## src/rtl/wb_arbiter.sv

```systemverilog
// +----------------------------------------------------------------------------+
// | Module   : wb_arbiter                                                      |
// | Desc     : Round-robin arbiter sharing the regfile write port between      |
// |            NREQ writeback sources, with one registered output stage.       |
// |            Optional macro WB_ARB_STARVE_CNT_EN adds per-requester          |
// |            saturating starvation counters.                                 |
// | Revision : 1.0                                                             |
// +----------------------------------------------------------------------------+
`default_nettype none

`ifndef REG_ADDR_BUS_WIDTH
`define REG_ADDR_BUS_WIDTH 5
`endif
`ifndef REG_BUS_WIDTH
`define REG_BUS_WIDTH 32
`endif

module wb_arbiter #(
   parameter int NREQ = 3,
   parameter int AW   = `REG_ADDR_BUS_WIDTH,
   parameter int DW   = `REG_BUS_WIDTH
) (
   input  logic               clk,
   input  logic               rst,
   input  logic               kill_i,
   input  logic [NREQ-1:0]    req_valid_i,
   input  logic [NREQ*AW-1:0] req_addr_i,
   input  logic [NREQ*DW-1:0] req_data_i,
   output logic [NREQ-1:0]    req_ready_o,
   output logic [AW-1:0]      waddr_o,
   output logic               we_o,
   output logic [DW-1:0]      wdata_o
`ifdef WB_ARB_STARVE_CNT_EN
   ,
   output logic [NREQ*8-1:0]  starve_cnt_o
`endif
);

   localparam int PW = $clog2(NREQ);

   logic [PW-1:0] r_rr_ptr;
   logic [NREQ-1:0] w_grant;
   logic w_any;
   logic [PW-1:0] w_gidx;
   logic [PW:0] w_sum;
   logic [AW-1:0] w_addr_a [NREQ];
   logic [DW-1:0] w_data_a [NREQ];
   logic [AW-1:0] r_waddr;
   logic [DW-1:0] r_wdata;
   logic r_we;

   genvar gi;
   generate
      for (gi = 0; gi < NREQ; gi++) begin : g_unpack
         assign w_addr_a[gi] = req_addr_i[gi*AW +: AW];
         assign w_data_a[gi] = req_data_i[gi*DW +: DW];
      end
   endgenerate

   // Rotating priority search starting at r_rr_ptr, wrapping modulo NREQ.
   always_comb begin
      w_grant = '0;
      w_any   = 1'b0;
      w_gidx  = '0;
      w_sum   = '0;
      if (!kill_i && !rst) begin
         for (int k = 0; k < NREQ; k++) begin
            w_sum = {1'b0, r_rr_ptr} + (PW+1)'(k);
            if (w_sum >= (PW+1)'(NREQ))
               w_sum = w_sum - (PW+1)'(NREQ);
            if (!w_any && req_valid_i[w_sum[PW-1:0]]) begin
               w_any  = 1'b1;
               w_gidx = w_sum[PW-1:0];
            end
         end
         if (w_any)
            w_grant[w_gidx] = 1'b1;
      end
   end

   assign req_ready_o = w_grant;

   always_ff @(posedge clk or posedge rst) begin
      if (rst) begin
         r_rr_ptr <= '0;
         r_we     <= 1'b0;
         r_waddr  <= '0;
         r_wdata  <= '0;
      end else if (w_any) begin
         r_rr_ptr <= (w_gidx == PW'(NREQ-1)) ? '0 : w_gidx + 1'b1;
         r_waddr  <= w_addr_a[w_gidx];
         r_wdata  <= w_data_a[w_gidx];
         // x0 requests retire without touching the regfile.
         r_we     <= (w_addr_a[w_gidx] != '0);
      end else begin
         r_we     <= 1'b0;
      end
   end

   assign we_o    = r_we;
   assign waddr_o = r_waddr;
   assign wdata_o = r_wdata;

`ifdef WB_ARB_STARVE_CNT_EN
   generate
      for (gi = 0; gi < NREQ; gi++) begin : g_starve
         logic [7:0] r_cnt;
         always_ff @(posedge clk or posedge rst) begin
            if (rst)
               r_cnt <= '0;
            else if (w_grant[gi])
               r_cnt <= '0;
            else if (req_valid_i[gi] && r_cnt != 8'hFF)
               r_cnt <= r_cnt + 8'd1;
         end
         assign starve_cnt_o[gi*8 +: 8] = r_cnt;
      end
   endgenerate
`else
   // Starvation counters are not built in this configuration.
`endif

endmodule

`default_nettype wire
```

## config.mk

```make
export PLATFORM = sky130hd
export DESIGN_NAME = wb_arbiter
export DESIGN_NICKNAME = d
export VERILOG_FILES = /design/src/rtl/wb_arbiter.sv
export SDC_FILE = /design/constraint.sdc
export NUM_CORES = 1
export LEC_CHECK = 0
export BUFFER_PORTS_ARGS = -buffer_cell sky130_fd_sc_hd__buf_4
export CAP_MARGIN = 20
export CELL_PAD_IN_SITES_DETAIL_PLACEMENT = 1
export CELL_PAD_IN_SITES_GLOBAL_PLACEMENT = 1
export CORE_UTILIZATION = 26
export CTS_CLUSTER_SIZE = 28
export DETAILED_ROUTE_END_ITERATION = 12
export GPL_TIMING_DRIVEN = 0
export PLACE_DENSITY = 0.78
export SYNTH_ARGS = -nofsm -noshare
export SYNTH_HDL_FRONTEND = slang
export SYNTH_SLANG_ARGS = --single-unit
```

## constraint.sdc

```tcl
create_clock -name clk -period 2.52 [get_ports clk]
set_input_delay 0.126 -clock clk [delete_from_list [all_inputs] [get_ports clk]]
set_output_delay 0.126 -clock clk [all_outputs]
set_load 0.02 [all_outputs]
```

* After elaboration in Yosys (flattened, before gate mapping)
Cells that the tools add are included.
Word-level totals: register bits 40, input bits 117, output and inout port bits 41, logic and storage cells 66
Operators by class: add/sub/neg operators 6, magnitude comparators 9, eq/ne operators 1, muxes and demuxes 36, bitwise gates (word level) 1, reduce and logical (&&, ||, !) cells 9
Operator list (number):
- 32-bit binary-select mux with 2-bit select | 1
- 32-bit 2-to-1 mux | 2
- 2-bit 2-to-1 mux | 12
- 2-bit by 3-bit < comparator with 1-bit output, second input constant | 4
- 1-bit 2-to-1 mux | 12
- 5-bit binary-select mux with 2-bit select | 1
- 5-bit 2-to-1 mux | 2
- 1-bit binary-select mux with 2-bit select | 3
- 3-bit by 2-bit >= comparator with 1-bit output, second input constant | 2
- 3-bit 2-to-1 mux | 2
- 2-bit subtractor, second input constant | 3
- 5-bit nonzero test | 1
- 1-bit logical AND | 4
- 1-bit zero test | 4
- 2-bit by 1-bit adder with 3-bit output, second input constant | 1
- 2-bit by 2-bit adder with 3-bit output, second input constant | 1
- 3-bit >= comparator, second input constant | 1
- 2-bit NOT with 3-bit output | 1
- 2-bit by 1-bit adder with 2-bit output, second input constant | 1
- 1-bit demux with 2-bit select | 1
- 2-bit equality test, second input constant | 1
- 2-bit by 1-bit >= comparator with 1-bit output, second input constant | 1
- 2-bit >= comparator, second input constant | 1

* Logic depth before layout (Yosys ltp)
depth in word-level cells 22, gate-level depth with buffers 12, depth with buffers taken out 10

* Least setup slack after synthesis
No wires, ideal clock.
kind reg2reg, start point register r_rr_ptr[0], end point register r_we, in the netlist we_o, setup time 0.142 ns, arrival 2.573 ns, required time 2.378 ns, setup slack -0.195 ns, stages on the path, launching flop included 13, path buffers 2, clock period less this slack 2.715 ns, cell sequence dfrtp_1 inv_1 ha_1 buf_6 nand2b_1 a211o_1 a311o_1 and2_4 and2_1 buf_6 a222oi_1 and3_1 a31oi_1
On the way: longest elaborated chain between the ends 22, elaborated cells on any way between the ends 42, those cells by class add/sub (5); order compare (3); mux (28); bitwise (1); reduce/logical (5)
RTL lines:
- start: declaration | RTL line 41 | logic [PW-1:0] r_rr_ptr;
- start signal: assignment | RTL line 90 | r_rr_ptr <= (w_gidx == PW'(NREQ-1)) ? '0 : w_gidx + 1'b1;
- parallel branches: the longest is 21 deep, another holds 2-bit by 1-bit adder with 3-bit output
- 1-bit 2-to-1 mux (*) | RTL line 89 | end else if (w_any) begin
- end signal: assignment | RTL line 94 | r_we <= (w_addr_a[w_gidx] != '0);
- end: declaration | RTL line 50 | logic r_we;
Every way passes the cells marked *. The select of a mux whose other input is x is not followed. A chain may end at the register's enable or synchronous reset.

* Final worst setup path
Same ends and word-level chain as after synthesis.

==> results.md <==
Synth:
- Synthesis produced a netlist with a net count of 347.
- The most used flip-flop cell after synthesis is dfrtp_1.
- The synthesized cell area is 2300 um2.
- The number of enable flip-flop cells after synthesis is 0.
- The distinct cell type count of the synthesized netlist is 35.
- Yosys printed 0 warnings.
- The synthesized instance count is 226.
- The post-synthesis sequential element count is 40.
- Of the synthesized area, sequential elements account for 0.4353.
- The async set-or-reset flop fraction in the synthesized netlist is 1.000.
- In this run the mean area of a mapped cell was 10.18 um2.

Setup path:
- For the worst setup path, the data required time is 2.68 ns.
- The worst setup path is captured at a flop.
- The most numerous cell on the critical path is and2_4.
- The largest fanout of any net on the critical path is 5.
- The critical path goes through buf_6, ha_4, mux2i_2, o21a_1, a311o_1, and2_4, and2_4, a222oi_1, and3_1, a31oi_1.
- STA puts the critical path data arrival time at 2.91 ns.
- The category of cells accounting for the largest share of critical-path delay is compound AO/OA/AOI/OAI gates.
- The standard cell with the maximum stage delay on the critical path is a222oi_1.
- STA classifies the critical path startpoint as a flop.
- The number of buffers and inverters on the critical path is 1.
- The critical path is of the flop to flop type.
- The worst stage delay on the critical path is 0.44 ns.

Layout:
- For this run, the post-layout net count is 544.
- Counting the fill cells in the layout gives 981.
- At the end of the flow the core is filled with cells to 0.5193.
- After routing the design area is 4353 um2.
- In the layout the commonest cells are buf_4, dfrtp_1, o21ai_1, a22oi_1, mux2i_1.
- Leaving out fill and tap cells, the most frequent cell in the layout is buf_4.
- The synthesis-to-layout area growth is 89.28%.
- The repair_antennas step left the layout with diodes totalling 0.
- Of the cells placed in the final design, the portion with a size suffix greater than 1 is 0.5802.

CTS:
- The register clock-pin slew on the reported worst setup and hold paths is 0.09 ns.
- The clock sink count is 40.
- The deepest clock path buffer count is 2.
- The worst-skew pair later-pin latency is 0.29 ns.
- TritonCTS created 5 clock buffers.
- The root buffer cell chosen for the clock tree is clkbuf_8.
- The H-tree was split into 2 levels.
- TritonCTS built the clock tree.

STA:
- Static timing analysis puts the maximum clock frequency at 362.8 MHz.
- The count of final hold-check violations is 0.
- The time the final worst path needs with I/O delays and setup is 2.756 ns.
- Final hold analysis gives a worst-case slack of 0.07701 ns.
- Between clock sinks in the finished design, the worst skew comes to 0.008245 ns.
- Setup repair after global routing could not meet its margin everywhere.
- The post-route worst setup slack is -0.2364 ns.
- Headroom to the max-slew limit came out at 0.7231.
- For the pin with the worst max-slew slack, the measured transition is 0.4154 ns.
- The aggregate negative setup slack is -1.474 ns.
- In the finished design, the share of the clock period the worst path needs comes to 1.094.
- Setup violations remaining at the end of the flow were counted as 27.
- The number of pins exceeding their max-slew limit in the final report is 0.

Place:
- The placed instances occupy a cell area of 3661 um2.
- The last weighted congestion value of the routability-driven placer is 0.8387.
- In this run the tool buffered the top-level ports with 157 buffer cells.
- Detailed placement ended at an HPWL of 6.557 mm.

Power and ir drop:
- The design draws 4.837 mW.
- For this design the static power due to leakage is 2.062 nW.
- The worst-case vdd ir drop is 0.0004511 V.
- The total power divided by cell area is 1111 nW/um2.

Run status:
- The final reports fail on negative setup slack.
- The run finished, with violations left.

Global routing:
- The pin count of the biggest net entering global routing is 29.
- The sum of overflow across all layers after global routing is 0.
- The global-route wire length before repair is 13.39 mm.
- Across every metal layer, demand over resource in global routing totals 0.1919.
- The number of antenna violations at the first check in global routing was 0.
- The via count of the first global-routing pass was 2791.

Flow run:
- The number of max-capacitance violations reported is 0.

Die:
- The number of core rows is 33.
- The height of the die is 96.05 um.
- The initial core utilization is 0.2744.
- The area of the die is 9225 um2.
- In this run the horizontal extent of the chip is 96.05 um.
- For this design the top-level I/O count stands at 158.
- The core region is 8382 um2.

Detailed routing:
- The via total after detailed routing is 2681.
- The post-detailed-route count of antenna-violating nets is 0.
- The first routing iteration left 75 violations.
- In the routed layout, each cell is associated on average with a via count of 5.068.
- The post-detailed-route wirelength per cell is 18.07 um.
- In the routed design, unresolved DRC markers number 0.
- The pre-antenna-repair detailed-routing pass consisted of 4 iterations.
- For this block, the routed nets add up to 9.558 mm of wire.

Hold path:
- The min-delay analysis places its worst path in the category input port to flop.
## final cells by class
type                    instances  area, um2  share of cell area
plain buffers                  14      140.1             0.03219
repair buffers                194       1563              0.3590
well taps                     105      131.4             0.03018
flip-flops and latches         40       1002              0.2302
clock buffers                   6      82.58             0.01897
multi-input cells             162       1373              0.3153
inverters                       6      22.52            0.005174
clock inverters                 2      38.79            0.008911
## power breakdown
group / internal, mW / switching [mW] / total, mW
clock: 0.324 / 0.239 / 0.563
combinational: 1.58 / 1.56 / 3.14
sequential: 0.946 / 0.191 / 1.14
total: 2.85 / 1.99 / 4.84
## worst reg2reg max path, delay by kind of cell, from the launching register on
kind                       cells  cell delay [ns]
AOI/OAI and AO/OA              4             1.14
and+or+nand+nor                3             0.57
DFF                            1             0.42
adders and majority gates      1             0.18
muxes                          1             0.16
buffers and inverters          1             0.14
## routing by layer
layer	global-route usage	part of all wire	wire [um]	vias to the layer above
li1	-	-	-	1248
met1	0.2178	0.39	3747	1303
met2	0.3522	0.52	4940	111
met3	0.04107	0.064	616	19
met4	0.06592	0.027	254	0
met5	0	0	0	-
## cells in the mapped netlist (all sizes together) (2+ instances only)
| cell | n | share of area |
|---|---|---|
| o22ai | 2 | 0.0054 |
| inv | 6 | 0.0098 |
| mux2i | 36 | 0.16 |
| a21oi | 5 | 0.011 |
| nand2b | 3 | 0.0082 |
| dfrtp | 40 | 0.44 |
| o21ai | 40 | 0.087 |
| a222oi | 4 | 0.017 |
| nand3b | 3 | 0.0098 |
| buf | 11 | 0.029 |
| a31oi | 2 | 0.0054 |
| nand2 | 9 | 0.015 |
| a22oi | 32 | 0.10 |
| clkbuf | 7 | 0.011 |
| and2 | 3 | 0.0092 |
| nor2 | 7 | 0.011 |
| ha | 4 | 0.022 |
## final timing paths
kind / start / end / slack, ns / depth (start not counted)
setup reg to reg: r_rr_ptr[0]$_DFFE_PP0P_ / we_o$_DFF_PP0_ / -0.24 / 10
hold reg to reg: waddr_o[3]$_DFFE_PP0P_ / waddr_o[3]$_DFFE_PP0P_ / 0.51 / 2
hold / removal: req_data_i[69] / wdata_o[5]$_DFFE_PP0P_ / 0.08 / 3
min in group asynchronous: rst / wdata_o[23]$_DFFE_PP0P_ / 0.37 / 3
setup / recovery: r_rr_ptr[0]$_DFFE_PP0P_ / we_o$_DFF_PP0_ / -0.24 / 10
max in group asynchronous: rst / wdata_o[14]$_DFFE_PP0P_ / 1.70 / 4
## registers in the layout, indices dropped and copies added (netlist names)
signal    count
wdata_o      32
waddr_o       5
r_rr_ptr      2
we_o          1
## cell families (layout without fill, tap and decap cells)
group | after synthesis | after routing | synth area share
AOI/OAI and AO/OA | 91 | 91 | 0.2606
DFF | 40 | 40 | 0.4353
muxes | 37 | 37 | 0.1616
and+or+nand+nor | 30 | 30 | 0.07019
buffers and inverters | 24 | 222 | 0.05060
adders and majority gates | 4 | 4 | 0.02176
## what timing repair did
action                                  CTS  global route
gates resized for setup                  32            79
gates cloned                              0             3
pin swaps                                11            12
hold buffers                              1             0
setup buffers                            19            13
endpoints found under the setup margin   42            41
hold endpoints to repair                 12             0
## metrics by stage
stage | cells | setup slack, ns
6_report | 529 | -0.2364
3_3_place_gp | 488 | -0.7255
2_1_floorplan | 226 | -0.01622
3_5_place_dp | 489 | -0.7634
5_1_grt | 529 | -0.3453
4_1_cts | 514 | -0.1076
Note: power is estimated with default switching activity, not from simulation.
